$ cat config.mk
export PLATFORM = sky130hd
export DESIGN_NAME = btn_debounce
export DESIGN_NICKNAME = d
export VERILOG_FILES = /design/src/rtl/btn_pkg.sv /design/src/rtl/debounce_chan.sv /design/src/rtl/btn_debounce.sv
export SDC_FILE = /design/constraint.sdc
export NUM_CORES = 1
export LEC_CHECK = 0
export ABC_AREA = 1
export BUFFER_PORTS_ARGS = -buffer_cell sky130_fd_sc_hd__buf_2
export CAP_MARGIN = 5
export CORE_UTILIZATION = 35
export CTS_CLUSTER_SIZE = 30
export DETAILED_ROUTE_END_ITERATION = 7
export GPL_TIMING_DRIVEN = 0
export PLACE_DENSITY_LB_ADDON = 0.15
export REMOVE_ABC_BUFFERS = 1
export SLEW_MARGIN = 10
export SYNTH_ARGS = -nofsm -noshare
export SYNTH_HDL_FRONTEND = slang
export SYNTH_SLANG_ARGS = --single-unit
$ cat constraint.sdc
create_clock -name clk -period 3.85 [get_ports clk]
set_input_delay 0.1925 -clock clk [delete_from_list [all_inputs] [get_ports clk]]
set_output_delay 0.1925 -clock clk [all_outputs]
set_load 0.01 [all_outputs]
$ cat src/rtl/btn_pkg.sv
// Shared types and helpers for the push-button debouncer.
// Channel FSM states and counter sizing.
package btn_pkg;

  typedef enum logic [1:0] {
    IDLE,
    ARM_P,
    HELD,
    ARM_R
  } btn_state_t;

  // Bits needed to hold 0..n inclusive; never below one bit.
  function automatic int cnt_width(input int n);
    if (n < 1) return 1;
    return $clog2(n + 1);
  endfunction

endpackage

$ cat src/rtl/debounce_chan.sv
// One button channel: 2-FF synchroniser, debounce FSM,
// debounce counter and long-press counter.
module debounce_chan
  import btn_pkg::*;
#(
  parameter int DEBOUNCE_CYC = 20000,
  parameter int LONG_CYC     = 1000000
) (
  input  logic clk,
  input  logic rst,
  input  logic pressed_i,
  output logic level_o,
  output logic press_o,
  output logic release_o,
  output logic long_o
);

  if (DEBOUNCE_CYC < 1) begin : g_bad_deb
    $error("debounce_chan: DEBOUNCE_CYC must be >= 1");
  end
  if (LONG_CYC < 1) begin : g_bad_long
    $error("debounce_chan: LONG_CYC must be >= 1");
  end

  localparam int DW = cnt_width(DEBOUNCE_CYC);
  localparam int LW = cnt_width(LONG_CYC);

  localparam logic [DW-1:0] DLAST = DW'(DEBOUNCE_CYC - 1);
  localparam logic [LW-1:0] LMAX  = LW'(LONG_CYC);
  localparam logic [LW-1:0] LLAST = LW'(LONG_CYC - 1);

  // A single differing cycle completes the debounce.
  localparam bit ONE_CYC = (DEBOUNCE_CYC == 1);

  logic sync1_q;
  logic sync2_q;

  btn_state_t state_q, state_d;

  logic [DW-1:0] cnt_q, cnt_d;
  logic [LW-1:0] lcnt_q, lcnt_d;

  logic press_q, press_d;
  logic rel_q, rel_d;
  logic long_q, long_d;

  // Synchroniser; resets to the released value so a
  // button held through reset is seen as a fresh press.
  always_ff @(posedge clk) begin
    if (rst) begin
      sync1_q <= 1'b0;
      sync2_q <= 1'b0;
    end else begin
      sync1_q <= pressed_i;
      sync2_q <= sync1_q;
    end
  end

  // State, counters and registered strobes.
  always_ff @(posedge clk) begin
    if (rst) begin
      state_q <= IDLE;
      cnt_q   <= '0;
      lcnt_q  <= '0;
      press_q <= 1'b0;
      rel_q   <= 1'b0;
      long_q  <= 1'b0;
    end else begin
      state_q <= state_d;
      cnt_q   <= cnt_d;
      lcnt_q  <= lcnt_d;
      press_q <= press_d;
      rel_q   <= rel_d;
      long_q  <= long_d;
    end
  end

  // Next-state: the cycle that first sees the new level
  // counts as the first of the DEBOUNCE_CYC stable cycles.
  always_comb begin
    state_d = state_q;
    cnt_d   = cnt_q;
    lcnt_d  = lcnt_q;
    press_d = 1'b0;
    rel_d   = 1'b0;
    long_d  = 1'b0;
    unique case (state_q)
      IDLE: begin
        cnt_d  = '0;
        lcnt_d = '0;
        if (sync2_q) begin
          if (ONE_CYC) begin
            state_d = HELD;
            press_d = 1'b1;
          end else begin
            state_d = ARM_P;
            cnt_d   = DW'(1);
          end
        end
      end
      ARM_P: begin
        if (!sync2_q) begin
          state_d = IDLE;
          cnt_d   = '0;
        end else if (cnt_q == DLAST) begin
          state_d = HELD;
          cnt_d   = '0;
          press_d = 1'b1;
        end else begin
          cnt_d = cnt_q + DW'(1);
        end
      end
      HELD: begin
        cnt_d = '0;
        if (sync2_q) begin
          // Saturating long counter; strobes once.
          if (lcnt_q != LMAX) begin
            lcnt_d = lcnt_q + LW'(1);
            long_d = (lcnt_q == LLAST);
          end
        end else if (ONE_CYC) begin
          state_d = IDLE;
          lcnt_d  = '0;
          rel_d   = 1'b1;
        end else begin
          state_d = ARM_R;
          cnt_d   = DW'(1);
        end
      end
      ARM_R: begin
        // Long counter holds here; a bounce back to
        // HELD must not re-arm the long strobe.
        if (sync2_q) begin
          state_d = HELD;
          cnt_d   = '0;
        end else if (cnt_q == DLAST) begin
          state_d = IDLE;
          cnt_d   = '0;
          lcnt_d  = '0;
          rel_d   = 1'b1;
        end else begin
          cnt_d = cnt_q + DW'(1);
        end
      end
      default: begin
        state_d = IDLE;
        cnt_d   = '0;
        lcnt_d  = '0;
      end
    endcase
  end

  assign level_o   = (state_q == HELD) || (state_q == ARM_R);
  assign press_o   = press_q;
  assign release_o = rel_q;
  assign long_o    = long_q;

endmodule

$ cat src/rtl/btn_debounce.sv
// Debounced push-button front end: polarity fix-up
// and one independent debounce channel per pin.
module btn_debounce
  import btn_pkg::*;
#(
  parameter int BTN_NR       = 2,
  parameter int ACTIVE_LOW   = 1,
  parameter int DEBOUNCE_CYC = 20000,
  parameter int LONG_CYC     = 1000000
) (
  input  logic              clk,
  input  logic              rst,
  input  logic [BTN_NR-1:0] btn_in,
  output logic [BTN_NR-1:0] btn_level,
  output logic [BTN_NR-1:0] btn_press,
  output logic [BTN_NR-1:0] btn_release,
  output logic [BTN_NR-1:0] btn_long
);

  if (DEBOUNCE_CYC < 1) begin : g_bad_deb
    $error("btn_debounce: DEBOUNCE_CYC must be >= 1");
  end
  if (LONG_CYC < 1) begin : g_bad_long
    $error("btn_debounce: LONG_CYC must be >= 1");
  end

  // 1 = pressed, regardless of board wiring.
  logic [BTN_NR-1:0] pressed;

  assign pressed = (ACTIVE_LOW != 0) ? ~btn_in : btn_in;

  for (genvar i = 0; i < BTN_NR; i++) begin : g_chan
    debounce_chan #(
      .DEBOUNCE_CYC(DEBOUNCE_CYC),
      .LONG_CYC    (LONG_CYC)
    ) u_chan (
      .clk      (clk),
      .rst      (rst),
      .pressed_i(pressed[i]),
      .level_o  (btn_level[i]),
      .press_o  (btn_press[i]),
      .release_o(btn_release[i]),
      .long_o   (btn_long[i])
    );
  end

endmodule

==> flow_summary.toml <==
[clocking]
cts_buffer_depth = 2
cts_tree = "yes"
post_cts_resized = 0
clk_pin_slew_ns = 0.06
cts_made_buffers = 9
htree_levels = 3
cts_sinks = 84
root_buffer = "clkbuf_16"
clk_latency_ns = 0.34

[timing]
fin_hold_ws_ns = 0.377
slew_violations = 0
hold_viol = 0
finClkSkew_ns = 0.00521
tightest_slew_ns = 0.732
fin_crit_sh = 0.574
setup_viol = 0
finalCriticalPeriod_ns = 2.21
fmax_mhz = 453
setup_tns_ns = 0
max-slew-margin-rel = 0.512
rsz0062_at_grt = "false"

[route]
routed_wl_um = 11600
wl_per_cell_um = 12.1
post_drt_via_cell_ratio = 4.88
drc = 0
vias = 4663
first_iter_violations = 248
drt-pass1-iter-count = 7
final_antenna_net_count = 0

[die]
rows = 43
core_area_um2 = 14100
die_x_um = 123
die_y_um = 123
boundaryPins = 12
dieArea_um2 = 15100
start_util = 0.363

[pwr]
cellLeakagePower_uw = 0.00190
power-per-cell-area_nw_per_um2 = 341
ir_drop_v = 0.000198

[critical_path]
path_max_fanout = 22
cp-endpoint = "g_chan[0].u_chan.lcnt_q[12]"
cp_cell_sequence = "ha_1 > nand3_2 > nor2_2 > nand3_2 > nand2_4 > nand3_2 > nand2_1 > nand2_1 > nand2_1 > inv_1"
reg2reg_depth = 10
ff2ff_setup_slack_ns = 1.64
endpoint_kind = "register"
cp.required_ns = 4.09
worstSetupPathType = "reg -> reg"
max_stage_delay_ns = 0.44
worst_r2r_endpoint = "g_chan[0].u_chan.lcnt_q[12]"
arrival_ns = 2.45
crit_slowest_cell = "nand3_2"
startpoint_type = "register"
crit_path_start = "g_chan[0].u_chan.cnt_q[0]"
r2r-start = "g_chan[0].u_chan.cnt_q[0]"

[flow_run]
drv_cap = 0

[place]
io_buffers = 11
dpl.hpwl_um = 7980
dpl.cell_count = 938
place.gp.congestion = 0.840
placed_area_um2 = 5140

[synth]
synth_top_flop_cell = "dfxtp_1"
synth_edf_count = 0
netlist.area_leader.share = 0.328
ys_types = 39
yosys_warnings = 0
ys_seq_area_frac = 0.328
synthMostInstantiatedCell = "nand2_1"
synthCells = 783
synth.area.top_cells = "dfxtp_1, nand2_1, nor2_1, nand3_1, inv_1"
yosysTopAreaCell = "dfxtp_1"
ys_async_sr_fraction = 0
synth_common_cells = "nand2_1, nor2_1, dfxtp_1"
avgSynthCellArea_um2 = 6.54
yosys_register_bits = 84
netlist_area_um2 = 5120

[layout]
drive_above_1_share = 0.112
multi_input_area_um2 = 2870
final_area_um2 = 5460
syn_to_final_growth_pct = 6.54
finalNetCount = 781
stdcell_count = 956
regArea_um2 = 1680
antenna_cells = 0
nFillCells = 1548

[global_route]
grt_usage = 0.171
overflow = 0
grt_pass1_vias = 4462
grt_max_degree = 30
grt_pass1_wl_um = 20500
antenna_found_initial = 0

[min_path]
worst_hold_path.num_cells = 2
hold_path.class = "in -> reg"

[status]
status = "finished clean"
-- routing by layer --
layer / routed length [µm] / vias up / track usage
li1: - / 2461 / -
met3: 448 / 16 / 0.0447
met1: 5580 / 2099 / 0.209
met2: 5350 / 87 / 0.286
met4: 196 / 0 / 0.0633
met5: 0 / - / 0
-- worst max-delay path: cells and delay by family, from the launching register on --
kind,cells,cell delay [ns]
adder cells (fa/ha/maj),1,0.22
buffers and inverters,1,0.03
flip-flops,1,0.37
AND/OR/NAND/NOR,8,1.48
-- kinds of logic after synthesis --
kind of cell / share of synthesized area
AO/OA/AOI/OAI: 0.0689
XOR/XNOR: 0.0256
adder cells (fa/ha/maj): 0.0147
buffers and inverters: 0.112
flip-flops: 0.328
AND/OR/NAND/NOR: 0.451
-- sequential cells by signal, summed over array words and instances, names as in the netlist, named ones only --
signal	cells
g_chan.u_chan.lcnt_q	40
g_chan.u_chan.cnt_q	30
g_chan.u_chan.long_o	2
g_chan.u_chan.press_o	2
g_chan.u_chan.release_o	2
g_chan.u_chan.state_q	2
g_chan.u_chan.sync1_q	2
g_chan.u_chan.sync2_q	2
-- cell usage in the layout (no fill, tap or decap), types with 12 or more instances in the layout --
cell type / n
nand2_1: 182
nor2_1: 142
dfxtp_1: 84
nand3_1: 83
inv_1: 75
a21oi_1: 24
nor3_1: 20
nand3_2: 15
nand4_1: 15
nor2_2: 14
xor2_1: 12
-- cell type report --
cell class | instances | area share
timing repair buffer | 13 | 0.0138
clock inverter | 3 | 0.00848
inverter | 83 | 0.0571
sequential | 84 | 0.308
clock buffer | 13 | 0.0458
multi-input combinational | 580 | 0.526
tap | 180 | 0.0413
-- metrics by stage --
step                       util  setup WS (ns)  power [µW]
after global placement    0.365           1.62        1000
after floorplan               -           2.12         970
final                     0.387           1.64        1860
after global routing      0.387           1.38        1950
after CTS                 0.387           1.59        1900
after detailed placement  0.365           1.59        1000
-- how the worst min path moves through the flow --
stage / to / start
2_1_floorplan: g_chan[1].u_chan.lcnt_q[10] / rst
3_3_place_gp: g_chan[0].u_chan.sync1_q / btn_in[0]
3_5_place_dp: g_chan[0].u_chan.sync1_q / btn_in[0]
4_1_cts: g_chan[0].u_chan.sync1_q / rst
5_1_grt: g_chan[0].u_chan.sync1_q / rst
6_report: g_chan[0].u_chan.sync1_q / rst
-- power breakdown --
| part | switching [µW] | internal [µW] | total (µW) | leakage (µW) |
|---|---|---|---|---|
| sequential | 16.5 | 881 | 897 | 0.000679 |
| combinational | 60.9 | 24.7 | 85.6 | 0.00108 |
| clock | 355 | 523 | 878 | 0.000140 |
-- timing repair --
item / CTS / global route
hold buffers: 2 / 0
hold endpoints to repair: 2 / 0
buffers inserted: 0 / 0
Power figures use the tool's default switching activity.
